--- src/rtl/token_client_queue.sv ---
// token_client_queue: queued four-phase requester feeding one token-ring
// arbiter controller. Jobs (hold lengths) are buffered in a small FIFO and
// served one at a time: raise req, wait for ack, hold for len+1 cycles,
// drop req, wait for ack to fall, then report completion.
module token_client_queue #(
    parameter int DEPTH = 4,
    parameter int LEN_W = 4,
    parameter int CNT_W = 8
) (
    input  logic                     clk,
    input  logic                     rst_n,
    input  logic                     push_valid,
    input  logic [LEN_W-1:0]         push_len,
    output logic                     push_ready,
    output logic                     req,
    input  logic                     ack,
    output logic                     busy,
    output logic                     done,
    output logic [$clog2(DEPTH):0]   fifo_level,
    output logic [CNT_W-1:0]         jobs_done,
    output logic                     proto_err
);

    localparam int AW = $clog2(DEPTH);

    typedef enum logic [1:0] {IDLE, REQ, HOLD, REL} state_t;

    state_t           state, state_nxt;
    logic [LEN_W-1:0] mem [DEPTH];
    logic [AW:0]      wptr, rptr;
    logic [LEN_W-1:0] hcnt;
    logic             full, pop, push, rel_done;

    // Pointers carry one extra bit so full (level == DEPTH) differs from empty.
    assign fifo_level = wptr - rptr;
    assign full       = (fifo_level == (AW+1)'(DEPTH));
    assign pop        = (state == IDLE) && (fifo_level != '0);
    // A pop pending this edge frees a slot, so a full FIFO can still take a push.
    assign push_ready = !full || pop;
    assign push       = push_valid && push_ready;
    assign rel_done   = (state == REL) && !ack;

    // FIFO storage; contents need no reset since the pointers define validity.
    always_ff @(posedge clk) begin
        if (push) mem[wptr[AW-1:0]] <= push_len;
    end

    // FIFO pointer update.
    always_ff @(posedge clk or negedge rst_n) begin
        if (!rst_n) begin
            wptr <= '0;
            rptr <= '0;
        end else begin
            if (push) wptr <= wptr + 1'b1;
            if (pop)  rptr <= rptr + 1'b1;
        end
    end

    // Next-state logic for the handshake sequencer.
    always_comb begin
        state_nxt = state;
        case (state)
            IDLE:    if (pop)         state_nxt = REQ;
            REQ:     if (ack)         state_nxt = HOLD;
            HOLD:    if (hcnt == '0)  state_nxt = REL;
            REL:     if (!ack)        state_nxt = IDLE;
            default:                  state_nxt = IDLE;
        endcase
    end

    // State register plus registered handshake/status outputs.
    always_ff @(posedge clk or negedge rst_n) begin
        if (!rst_n) begin
            state     <= IDLE;
            req       <= 1'b0;
            busy      <= 1'b0;
            done      <= 1'b0;
            hcnt      <= '0;
            jobs_done <= '0;
            proto_err <= 1'b0;
        end else begin
            state <= state_nxt;
            req   <= (state_nxt == REQ) || (state_nxt == HOLD);
            busy  <= (state_nxt != IDLE);
            done  <= rel_done;
            if (rel_done) jobs_done <= jobs_done + 1'b1;
            // Head entry is loaded as it is popped; HOLD counts it down to 0.
            if (pop)
                hcnt <= mem[rptr[AW-1:0]];
            else if (state == HOLD && hcnt != '0)
                hcnt <= hcnt - 1'b1;
            // Controller must not grant while idle nor revoke during ownership.
            if ((state == IDLE && ack) || (state == HOLD && !ack))
                proto_err <= 1'b1;
        end
    end

endmodule

--- config.mk ---
export PLATFORM = sky130hd
export DESIGN_NAME = token_client_queue
export DESIGN_NICKNAME = d
export VERILOG_FILES = /design/src/rtl/token_client_queue.sv
export SDC_FILE = /design/constraint.sdc
export NUM_CORES = 1
export LEC_CHECK = 0
export BUFFER_PORTS_ARGS = -buffer_cell sky130_fd_sc_hd__clkbuf_2
export CAP_MARGIN = 40
export CELL_PAD_IN_SITES_DETAIL_PLACEMENT = 0
export CELL_PAD_IN_SITES_GLOBAL_PLACEMENT = 1
export CORE_ASPECT_RATIO = 0.5
export CORE_MARGIN = 5
export CORE_UTILIZATION = 46
export CTS_CLUSTER_DIAMETER = 100
export DETAILED_ROUTE_END_ITERATION = 6
export HOLD_SLACK_MARGIN = 0.1
export MAX_ROUTING_LAYER = met4
export PLACE_DENSITY_LB_ADDON = 0.1
export RECOVER_POWER = 100
export SYNTH_ARGS = -nofsm -noshare
export SYNTH_HDL_FRONTEND = slang
export SYNTH_SLANG_ARGS = --single-unit
--- constraint.sdc ---
create_clock -name clk -period 2.83 [get_ports clk]
set_input_delay 0.4245 -clock clk [delete_from_list [all_inputs] [get_ports clk]]
set_output_delay 0.4245 -clock clk [all_outputs]
set_load 0.01 [all_outputs]
Word level (Yosys, flattened, before mapping)
Memory sizes are Yosys's and may differ from the RTL's.
Index checks and enable logic that the tools add are counted.
{ "classes": {"addsub": 5, "n_eq_ne": 6, "mux": 9, "n_reduce_logical": 17} }
{ "op_table": {"columns": ["cell", "n"], "rows": [
  ["$add A8 B1 Y8 const B", 1],
  ["$mux W2", 4],
  ["$mux W4", 2],
  ["$pmux W2 S4", 1],
  ["$add A3 B1 Y3 const B", 2],
  ["$eq A2 B2 Y1 const B", 3],
  ["$logic_and A1 B1 Y1", 6],
  ["$eq A2 B1 Y1 const B", 2],
  ["$logic_not A4 Y1", 1],
  ["$reduce_bool A2 Y1", 2],
  ["$reduce_bool A4 Y1", 1],
  ["$sub A4 B1 Y4 const B", 1],
  ["$eq A3 B3 Y1 const B", 1],
  ["$logic_or A1 B1 Y1", 3],
  ["$reduce_bool A3 Y1", 1],
  ["$sub A3 B3 Y3", 1],
  ["$logic_not A1 Y1", 2],
  ["$logic_not A2 Y1", 1],
  ["$mux W1", 2]
]} }
{ "word_totals": {"register_bits": 24, "ram_bits": 16, "input_bits": 8, "elab_cells": 47, "mem_count": 1} }
{ "memory_table": {"columns": ["memory", "words", "word_bits", "rd", "rd_ports_with_merged_regs", "wr", "line_no", "text"], "rows": [
  ["mem", 4, 4, 1, 0, 1, "29", "logic [LEN_W-1:0] mem [DEPTH];"]
]} }

Depth between registers and ports, before layout
{ "depth": {"ltp_word": 7, "ltp_mapped": 9} }

Worst setup path before layout
No wires, ideal clock.
{ "synth_path": {"kind": "register -> register", "startpoint": "register wptr[0]", "endpoint": "register rptr[1]", "setup_time_ps": 127, "arrival_ps": 2201, "required_time_ps": 2703, "setup_slack_ps": 502, "path_stages_with_launch": 8, "path_buffers": 1, "path_cell_list": "dfrtp_1 -> inv_1 -> ha_1 -> fa_1 -> xnor3_1 -> a311oi_2 -> buf_6 -> mux2_1"} }
{ "synth_between": {"elab_chain_len": 3} }
{ "synth_lines": {"columns": ["element", "line_no", "text"], "rows": [
  ["start: declaration", "30", "logic [AW:0] wptr, rptr;"],
  ["start signal: assignment", "54", "if (push) wptr <= wptr + 1'b1;"],
  ["$sub A3 B3 Y3", "35", "assign fifo_level = wptr - rptr;"],
  ["$reduce_bool A3 Y1", "37", "assign pop = (state == IDLE) && (fifo_level != '0);"],
  ["$logic_and A1 B1 Y1", "37", null],
  ["end signal: assignment", "55", "if (pop) rptr <= rptr + 1'b1;"],
  ["end: declaration", "30", null]
]} }
No other way between the ends.
A chain may end at the register's enable or synchronous reset.

Final worst setup path
{ "layout_path": {"startpoint": "register wptr[0]", "endpoint": "output push_ready"} }
{ "layout_between": {"elab_chain_len": 4, "elab_cells_between_ends": 6, "classes_between": "1 x add/sub; 1 x eq/ne; 4 x reduce/logical"} }
{ "layout_lines": {"columns": ["element", "line_no", "text"], "rows": [
  ["$sub A3 B3 Y3 (*)", "35", null],
  ["$eq A3 B3 Y1 / $reduce_bool A3 Y1 (equally long branches)", "36, 37", null],
  ["$logic_not A1 Y1 / $logic_and A1 B1 Y1 (equally long branches)", "39, 37", null],
  ["$logic_or A1 B1 Y1 (*)", "39", "assign push_ready = !full || pop;"],
  ["end: declaration", "14", "output logic push_ready,"]
]} }
Every way passes the cells marked *; elsewhere a longest branch is shown, timed or not.

==> results.md <==
* Total track usage at 0.129
* Clock Latency Late Sink at 0.29 ns
* Synth Net Count at 149
* Maximum VDD drop at 0.000393 V
* CTS max path bufs at 2
* Largest net degree at the start of global routing at 25
* Worst setup path end: push_ready
* Core footprint at 0.00386 mm²
* HPWL after DPL at 2210 µm
* # IOs at 24
* Layout cells sized above 1 at 0.114
* Worst-Margin Slew at 1.30 ns
* Max-cap viol count at 0
* Synth top area share at 0.329
* Final Cell Area at 0.00206 mm²
* Synth Area in XOR/XNOR at 0.0748
* Outcome: complete, no violations
* Top_reg_cell synth: dfrtp_1
* Die Ht at 54.5 µm
* Cell taking the most area after synthesis: dfrtp_1
* First-pass iteration count of the detailed router at 4
* Area after DPL at 0.00199 mm²
* Initial core utilization at 0.472
* Die area at 0.00540 mm²
* Crit Path Class: reg2out
* Die width at 99.1 µm
* Final #Nets at 175
* Power per standard cell area at 1170 mW/mm²
* Synth warnings at 0
* EDFF count, synth at 16
* Post-synthesis register bit count at 40
* Main area contributors after synthesis: dfrtp_1, edfxtp_1, ha_1
* Synth Area in Adders at 0.0727
* Synth Area in Compound Gates at 0.0679
* Most common cell in the synthesized netlist: dfrtp_1
* Crit path from: wptr[0]
* Reg-to-Reg Start: wptr[0]
* Antenna cells at 0
* Initial antenna violation count at 0
* Final Wtd Congestion at 0.688
* Detail Route Antenna Nets at 0
* Setup Buffers After CTS at 0
* Worst R2R End: rptr[1]
* Simple-gate share of the synthesized area at 0.0850
* Initial DRC count at 56
* Worst path required time at 2.41 ns
* Max Clock Freq at 388 MHz
* Clock Sinks at 40
* Worst slew margin at 0.136
* Max Slew Vio Count at 0
* Wirelength per Cell at 14.0 µm
* Port bufs at 23
* CP endpoint kind: output pin
* RSZ-0062 raised after global routing: no
* Worst Reg-to-Reg Cells at 7
* Post-Syn Area at 0.00182 mm²
* Tmin final at 2.58 ns
* Area Growth Syn to Fin at 12.9%
* Mux cell area share after synthesis at 0.0679
* Final wirelength at 2960 µm
* Worst-path maximum fanout at 4
* Synth Area per Inst at 13.9 µm²
* Syn Inst Count at 131
* DR vias/cell at 4.89
* First-pass GRT wire length at 5080 µm
* Yosys cell types at 42
* Hold crit path type: in2async
* Rows at 16
* Num CTS Buffers at 5
* Asr flop ratio synth at 0.600
* Hold Vio Cnt, Final at 0
* Startpoint Class: flip-flop
* H-tree levels at 2
* Vias in the first global route at 1059
* Drt drc at 0
* Main combinational cell family by area after synthesis: simple AND/OR/NAND/NOR gates
* Sequential fraction of the synthesis area at 0.593
* CTS tree: done
* Clk slew on worst S/H paths at 0.08 ns
* R2R Setup Slk at 0.32 ns
* CP arrival at 2.15 ns
* Final period util at 0.911
* Setup TNS at 0 ns
* # setup viols final at 0
* P_leak at 0.848 nW
* CTS Root Cell: clkbuf_8
* Grt total ovfl at 0
* Worst Clk Skew at 0.00624 ns
* Commonest cells post-synth: dfrtp_1, edfxtp_1, inv_1
* Vias at 1036
## repair_timing
action | in CTS | in global routing
hold buffers | 0 | 0
setup endpoints to repair | 0 | 1
resized for setup | 0 | 1
## state kept, by name, indices dropped and copies added, names as in the netlist
| register | count |
|---|---|
| wptr | 3 |
| busy | 1 |
| rptr | 3 |
| proto_err | 1 |
| mem | 16 |
| done | 1 |
| jobs_done | 8 |
| hcnt | 4 |
| req | 1 |
| state | 2 |
## routing by layer
| layer | track usage | share of wire | up-vias |
|---|---|---|---|
| li1 | - | - | 512 |
| met1 | 0.169 | 0.52 | 502 |
| met4 | 0.0340 | 0 | 0 |
| met5 | - | 0 | - |
| met2 | 0.188 | 0.41 | 22 |
| met3 | 0.0522 | 0.076 | 0 |
## how the worst min path moves through the flow
| stage | to | cells past startpoint | slack [ns] | start |
|---|---|---|---|---|
| 2_1_floorplan | busy | 0 | 0.13 | rst_n |
| 5_1_grt | mem[2][1] | 1 | 0.42 | push_len[1] |
| 3_3_place_gp | jobs_done[5] | 1 | 0.46 | rst_n |
| 6_report | jobs_done[3] | 1 | 0.40 | rst_n |
| 4_1_cts | jobs_done[3] | 1 | 0.15 | rst_n |
| 3_5_place_dp | jobs_done[5] | 1 | 0.47 | rst_n |
## worst max-delay path, cell delays in order, from the launching register on
cell	delay, ns
dfrtp_1	0.38
inv_1	0.12
ha_1	0.23
fa_1	0.37
xnor3_1	0.26
or3_1	0.39
clkbuf_1	0.13
## kinds of logic after synthesis
logic type,after synthesis
flip-flops,40
AND/OR/NAND/NOR,27
AO/OA/AOI/OAI,17
buffers and inverters,16
XOR/XNOR,14
adder cells (fa/ha/maj),10
multiplexers,7
## cell type report
type | instances | area, µm²
well taps | 54 | 67.6
fillers | 343 | 1800
multi-input cells | 75 | 666
repair buffers | 25 | 100
inverters | 10 | 37.5
clock buffers | 6 | 72.6
clock inverters | 2 | 35.0
flip-flops and latches | 40 | 1080
## cell usage in the layout, fill, tap and decap left out, types with 2 or more instances in the layout
cell type and n:
ha_1 9, nor2_1 2, xor2_1 4, xnor2_1 9, dfrtp_1 24, clkbuf_1 23, and3_1 2, clkbuf_8 5
nand3_1 2, edfxtp_1 16, inv_1 10, and2_0 5, o21ai_0 5, clkbuf_2 2, mux4_2 4, nand2_1 6
a21oi_1 3, mux2_2 2, nand4_1 2
## through the flow
step / util / hold slack [ns] / cells / total power, mW / setup WS [ns]
final: 0.533 / 0.403 / 212 / 2.41 / 0.252
after global routing: 0.533 / 0.425 / 212 / 2.64 / 0.115
after CTS: 0.542 / 0.155 / 212 / 2.52 / 0.0637
after detailed placement: 0.515 / 0.474 / 204 / 2.05 / 0.379
after global placement: 0.515 / 0.460 / 204 / 2.04 / 0.438
after floorplan: - / 0.129 / 131 / 1.77 / 0.502
## report_power, final
group	internal (mW)	switching, mW	leakage [nW]
combinational	0.452	0.537	0.354
sequential	0.809	0.158	0.438
clock	0.262	0.188	0.0552
(Power assumes the default switching activity.)
